==> config.mk <==
export PLATFORM = sky130hd
export DESIGN_NAME = mem_arbiter_2port
export DESIGN_NICKNAME = d
export VERILOG_FILES = /design/src/rtl/mem_arbiter_2port.sv
export SDC_FILE = /design/constraint.sdc
export NUM_CORES = 1
export LEC_CHECK = 0
export BUFFER_PORTS_ARGS = -buffer_cell sky130_fd_sc_hd__buf_2
export CORE_AREA = 3 3 57 59
export DETAILED_ROUTE_END_ITERATION = 8
export DIE_AREA = 0 0 60 62
export HOLD_SLACK_MARGIN = 0.15
export PLACE_DENSITY_LB_ADDON = 0.12
export SKIP_LAST_GASP = 1
export SLEW_MARGIN = 5
export SYNTH_ARGS = -nofsm -noshare
export SYNTH_HDL_FRONTEND = slang
export SYNTH_SLANG_ARGS = --single-unit
==> constraint.sdc <==
create_clock -name clk -period 3.25 [get_ports clk]
set_input_delay 0.1625 -clock clk [delete_from_list [all_inputs] [get_ports clk]]
set_output_delay 0.1625 -clock clk [all_outputs]
set_load 0.05 [all_outputs]
==> src/rtl/mem_arbiter_2port.sv <==
// mem_arbiter_2port
//   Round-robin arbiter and sequencer that shares one single-port synchronous
//   memory between requester A (CPU side) and requester B (loader/DMA side).
//   The memory port (cs/wen/addr/din) is driven from registers. Read data comes
//   back one cycle after the access and is flagged per requester by x_rvalid.
//
// Ports
//   clk                 single clock, rising edge
//   reset               asynchronous, active-low reset
//   a_req / b_req       request level, held with stable wen/addr/din until ack
//   a_wen / b_wen       1 = write, 0 = read
//   a_addr / b_addr     access address
//   a_din / b_din       write data
//   a_ack / b_ack       one-cycle pulse: the access is on the memory this cycle
//   a_rvalid / b_rvalid one-cycle pulse: rdata holds that requester's read data
//   rdata               combinational pass-through of mem_dout
//   mem_cs / mem_wen    memory chip select / write enable (registered)
//   mem_addr / mem_din  memory address / write data (registered)
//   mem_dout            memory read data
module mem_arbiter_2port #(
    parameter int WIDTH     = 8,
    parameter int ADDR_SIZE = 10
) (
    input  logic                 clk,
    input  logic                 reset,
    input  logic                 a_req,
    input  logic                 a_wen,
    input  logic [ADDR_SIZE-1:0] a_addr,
    input  logic [WIDTH-1:0]     a_din,
    input  logic                 b_req,
    input  logic                 b_wen,
    input  logic [ADDR_SIZE-1:0] b_addr,
    input  logic [WIDTH-1:0]     b_din,
    output logic                 a_ack,
    output logic                 b_ack,
    output logic                 a_rvalid,
    output logic                 b_rvalid,
    output logic [WIDTH-1:0]     rdata,
    output logic                 mem_cs,
    output logic                 mem_wen,
    output logic [ADDR_SIZE-1:0] mem_addr,
    output logic [WIDTH-1:0]     mem_din,
    input  logic [WIDTH-1:0]     mem_dout
);

    typedef enum logic {IDLE, ISSUE} state_e;
    typedef enum logic {REQ_A, REQ_B} who_e;

    state_e                state_q, state_d;
    who_e                  owner_q, owner_d;
    who_e                  prio_q, prio_d;
    logic                  mem_cs_q, mem_cs_d;
    logic                  mem_wen_q, mem_wen_d;
    logic [ADDR_SIZE-1:0]  mem_addr_q, mem_addr_d;
    logic [WIDTH-1:0]      mem_din_q, mem_din_d;
    logic                  rv_a_q, rv_a_d;
    logic                  rv_b_q, rv_b_d;

    logic                  serving_a;
    logic                  serving_b;
    logic                  elig_a;
    logic                  elig_b;
    logic                  win_b;
    logic                  grant;

    always_comb begin
        serving_a = (state_q == ISSUE) && (owner_q == REQ_A);
        serving_b = (state_q == ISSUE) && (owner_q == REQ_B);

        // A requester is masked during its own ack cycle so a held req
        // cannot be granted twice for the same access.
        elig_a = a_req && !serving_a;
        elig_b = b_req && !serving_b;

        // B wins when it is the only candidate or when it holds the tie priority.
        win_b  = elig_b && (!elig_a || (prio_q == REQ_B));
        grant  = elig_a || elig_b;

        state_d    = IDLE;
        owner_d    = owner_q;
        prio_d     = prio_q;
        mem_cs_d   = 1'b0;
        mem_wen_d  = 1'b0;
        mem_addr_d = mem_addr_q;
        mem_din_d  = mem_din_q;

        // Read results land in mem_dout one cycle after the read access.
        rv_a_d = serving_a && !mem_wen_q;
        rv_b_d = serving_b && !mem_wen_q;

        if (grant) begin
            state_d  = ISSUE;
            owner_d  = win_b ? REQ_B : REQ_A;
            prio_d   = win_b ? REQ_A : REQ_B;
            mem_cs_d = 1'b1;
            if (win_b) begin
                mem_wen_d  = b_wen;
                mem_addr_d = b_addr;
                mem_din_d  = b_din;
            end else begin
                mem_wen_d  = a_wen;
                mem_addr_d = a_addr;
                mem_din_d  = a_din;
            end
        end
    end

    always_ff @(posedge clk or negedge reset) begin
        if (!reset) begin
            state_q    <= IDLE;
            owner_q    <= REQ_A;
            prio_q     <= REQ_A;
            mem_cs_q   <= 1'b0;
            mem_wen_q  <= 1'b0;
            mem_addr_q <= '0;
            mem_din_q  <= '0;
            rv_a_q     <= 1'b0;
            rv_b_q     <= 1'b0;
        end else begin
            state_q    <= state_d;
            owner_q    <= owner_d;
            prio_q     <= prio_d;
            mem_cs_q   <= mem_cs_d;
            mem_wen_q  <= mem_wen_d;
            mem_addr_q <= mem_addr_d;
            mem_din_q  <= mem_din_d;
            rv_a_q     <= rv_a_d;
            rv_b_q     <= rv_b_d;
        end
    end

    assign a_ack    = serving_a;
    assign b_ack    = serving_b;
    assign a_rvalid = rv_a_q;
    assign b_rvalid = rv_b_q;
    assign rdata    = mem_dout;
    assign mem_cs   = mem_cs_q;
    assign mem_wen  = mem_wen_q;
    assign mem_addr = mem_addr_q;
    assign mem_din  = mem_din_q;

endmodule
# Word level (Yosys, flattened, before mapping)
# Index checks and enable logic that the tools add are counted.
# op_classes
bitwise_logic,1
mux,7
reduce_logical,13
# ops
operator,count
$mux 10,1
$mux 8,1
$logic_and 1x1->1,7
$mux 1,5
$logic_not 1->1,4
$logic_or 1x1->1,2
$not 1->1,1
# totals
input_bits,50
reg_bits,24
wordCells,29
output_inout_bits,32

# Depth between registers and ports, before layout
# logic_depth
word_depth,9
ltp_mapped,5
mapped_depth_nobuf,3

# Worst setup path before layout
# Ideal clock, no wire load.
# synth_timing
path_type,register to register
startpoint,"register, netlist name mem_cs"
endpoint,"register mem_addr_q[0], in the netlist mem_addr[0]"
setup_time_ns,0.126
path_buffers,1
arrival_ns,1.948
slack_ns,1.176
period_less_slack_ns,2.074
stages_incl_launch_ff,5
t_required_ns,3.124
cell_sequence,dfrtp_1 > nor2b_1 > clkbuf_1 > nor3_1 > a221o_1
# synth_rtl
element,line,source
"end signal, assigned",125,mem_addr_q <= mem_addr_d;
"end, declared",54,"logic [ADDR_SIZE-1:0] mem_addr_q, mem_addr_d;"

==> run summary <==
Antenna violations before repair -> 0
Slowest stage cell, crit path -> dlygate4sd3_1
Mean post-synth cell area -> 10.33 um2
Clock buffer count from CTS -> 3
Ant. Diodes -> 0
Bufs and invs on worst path -> 2
RSZ-0062 raised after global routing -> no
Initial core utilization -> 42.33%
Clock Path Buffers -> 2
Worst path max stage delay -> 0.54 ns
Initial DRC count -> 11
Leak Pwr -> 0.8813 nW
Port buffer count -> 65
GRT Overall Usage -> 16.65%
Synth Register Bits -> 24
Post-route ant nets -> 0
Setup violations, final -> 0
Crit end category -> flip-flop
Crit-path leading delay family -> buffers and inverters
Synth warnings -> 0
Vias in the first global route -> 1,036
Mux contribution to synthesized area -> 0.8574%
Num Clock Sinks -> 24
Fin Setup TNS -> 0 ns
Routability cong. -> 0.6715
Fin crit share -> 66.91%
Synth Net Count -> 163
Sequential cell area -> 600.6 um2
Top Ports -> 82
Max cap viols -> 0
Drt via density -> 5.155
Die Height -> 62 um
Largest family of logic cells by synthesized area -> simple AND/OR/NAND/NOR gates
Max_slew headroom -> 55.35%
Core area -> 2758 um2
Synth unique cells -> 20
Row count -> 19
CTS tree -> done
Worst-path clk slew -> 0.14 ns
Post-DP Area -> 1434 um2
Sequential area share after synthesis -> 51.45%
Fin crit period -> 2.175 ns
Full die area -> 3720 um2
Root buffer cell -> clkbuf_4
WP data arrival -> 2.38 ns
Worst path required time -> 3.46 ns
Pre-CTS WS -> 1.520 ns
Post-Synth XOR/XNOR Area -> 0%
Status -> complete, no violations
Global route total overflow -> 0
First-pass GRT wire length -> 4650 um
Slack of the critical path -> 1.075 ns
CTS resizes -> 0
WL/cell -> 14.21 um
Layout net count -> 240
Synthesized instance count -> 113
TritonRoute pass-1 iters -> 4
Filler cell count -> 249
VDD IR max -> 0.4735 mV
Crit-path cells -> nor2b_1 > buf_4 > nor3_1 > a22o_1 > dlygate4sd3_1
Routed wire length -> 3127 um
Clock skew -> 0.006676 ns
Post-Synth Adder-Cell Area -> 0%
Share of cells above drive strength 1 -> 38.62%
Fin cells -> 220
Worst slew pin tran -> 0.6698 ns
Clock Latency Late Sink -> 0.31 ns
Post-Synth Simple-Gate Area -> 18.44%
Hold/Removal Path Class -> in2reg
PD cells -> 703.2 nW/um2
Vias -> 1,134
Area of the multi-input gates -> 439.2 um2
Max Fclk -> 0.4598 GHz
# DRC -> 0
Area fraction in compound gates after synthesis -> 18.33%
H-tree Lvls -> 1
Layout overhead on the synthesized area -> 46.20%
Crit path max fanout -> 13
Crit start category -> flip-flop
Die Width -> 60 um
Post-Syn Area -> 1167 um2
Placed insts -> 194
Post-DP HPWL -> 2142 um
Fin. max-slew vios -> 0
Design Area, Final -> 1707 um2
Largest net degree at the start of global routing -> 25
WS Path Type -> reg2reg
Hold Vio Cnt, Final -> 0
[Yosys cell counts]
cell | instances | area share (%)
nor2b_1 | 2 | 1.1
and3_4 | 1 | 0.96
and3b_1 | 1 | 0.75
nor2_1 | 2 | 0.64
mux2i_1 | 1 | 0.86
or3b_1 | 1 | 0.75
dfrtp_1 | 24 | 51
o221ai_1 | 1 | 0.75
inv_1 | 3 | 0.96
a22o_1 | 1 | 0.75
buf_6 | 2 | 1.9
clkbuf_1 | 4 | 1.3
nand2_1 | 19 | 6.1
inv_2 | 1 | 0.32
nor3_1 | 19 | 8.1
a221o_1 | 18 | 15
buf_2 | 3 | 1.3
o2bb2ai_1 | 1 | 0.75
a21o_1 | 1 | 0.64
buf_4 | 8 | 5.1
[power breakdown]
group	switching, mW	internal, mW
Clock	0.0925	0.125
Sequential	0.0461	0.374
Combinational	0.396	0.168
Total	0.534	0.666
[what timing repair did]
item,CTS,global route
setup endpoints to repair,0,0
hold endpoints to repair,44,0
hold buffers,22,0
setup buffers,0,0
[flip-flops by register name, indices dropped and copies added, names as in the netlist]
register	count
owner_q	1
mem_wen	1
a_rvalid	1
b_rvalid	1
mem_din	8
mem_addr	10
prio_q	1
mem_cs	1
[cell type report]
cell class	instances	share of cell area [%]
clock inverter	1	1.760
timing repair buffer	89	32.84
inverter	4	0.8798
multi-input combinational	68	25.73
clock buffer	3	1.320
tap	31	2.273
sequential	24	35.19
[kinds of logic after synthesis]
family          after synthesis
compound gates               22
buf+inv                      21
flops                        24
mux                           1
simple gates                 45
[routing by layer]
layer | wire [um] | global-route usage (%) | up-vias
met2 | 1499 | 29.63 | 52
li1 | - | - | 562
met4 | 28 | 5.696 | 0
met3 | 254 | 3.099 | 8
met5 | 0 | 0 | -
met1 | 1345 | 20.23 | 512
[worst reg2reg max path, cell delays in order, from the launching register on]
cell,delay (ns)
dfrtp_1,0.44
nor2b_1,0.52
buf_4,0.30
nor3_1,0.07
a22o_1,0.20
dlygate4sd3_1,0.54
[path summary, 6_finish.rpt]
| path | depth (start not counted) | startpoint | slack, ns | end |
|---|---|---|---|---|
| worst max register to register | 5 | mem_cs$_DFF_PN0_ | 1.08 | mem_wen$_DFF_PN0_ |
| worst max-delay path | 5 | mem_cs$_DFF_PN0_ | 1.08 | mem_wen$_DFF_PN0_ |
| min in group asynchronous | 2 | reset | 0.34 | mem_din[1]$_DFFE_PN0P_ |
| worst min register to register | 1 | mem_wen$_DFF_PN0_ | 0.45 | a_rvalid$_DFF_PN0_ |
| worst min-delay path | 4 | a_din[6] | 0.23 | mem_din[6]$_DFFE_PN0P_ |
| max in group asynchronous | 2 | reset | 2.56 | mem_addr[3]$_DFFE_PN0P_ |
[through the flow]
stage	total power, mW	utilization, %	hold slack, ns
3_5_place_dp	0.9715	52.00	0.1820
2_1_floorplan	0.8622	-	-0.1331
4_1_cts	1.209	61.89	0.2233
6_report	1.200	61.89	0.2344
5_1_grt	1.258	61.89	0.2484
3_3_place_gp	0.9638	52.00	0.1725
[placed cells by master, fill, tap and decap left out]
cell type and n:
buf_2 65, dfrtp_1 24, dlygate4sd3_1 22, nand2_1 19, nor3_1 19, a221o_1 18
inv_1 3, clkbuf_4 3, nor2b_1 2, nor2_1 2, buf_4 2, mux2i_1 1
o2bb2ai_1 1, inv_2 1, or3b_1 1, and3_4 1, and3b_1 1, a22o_1 1
a21o_1 1, o221ai_1 1, bufinv_16 1
Note: power is estimated with default switching activity, not from simulation.
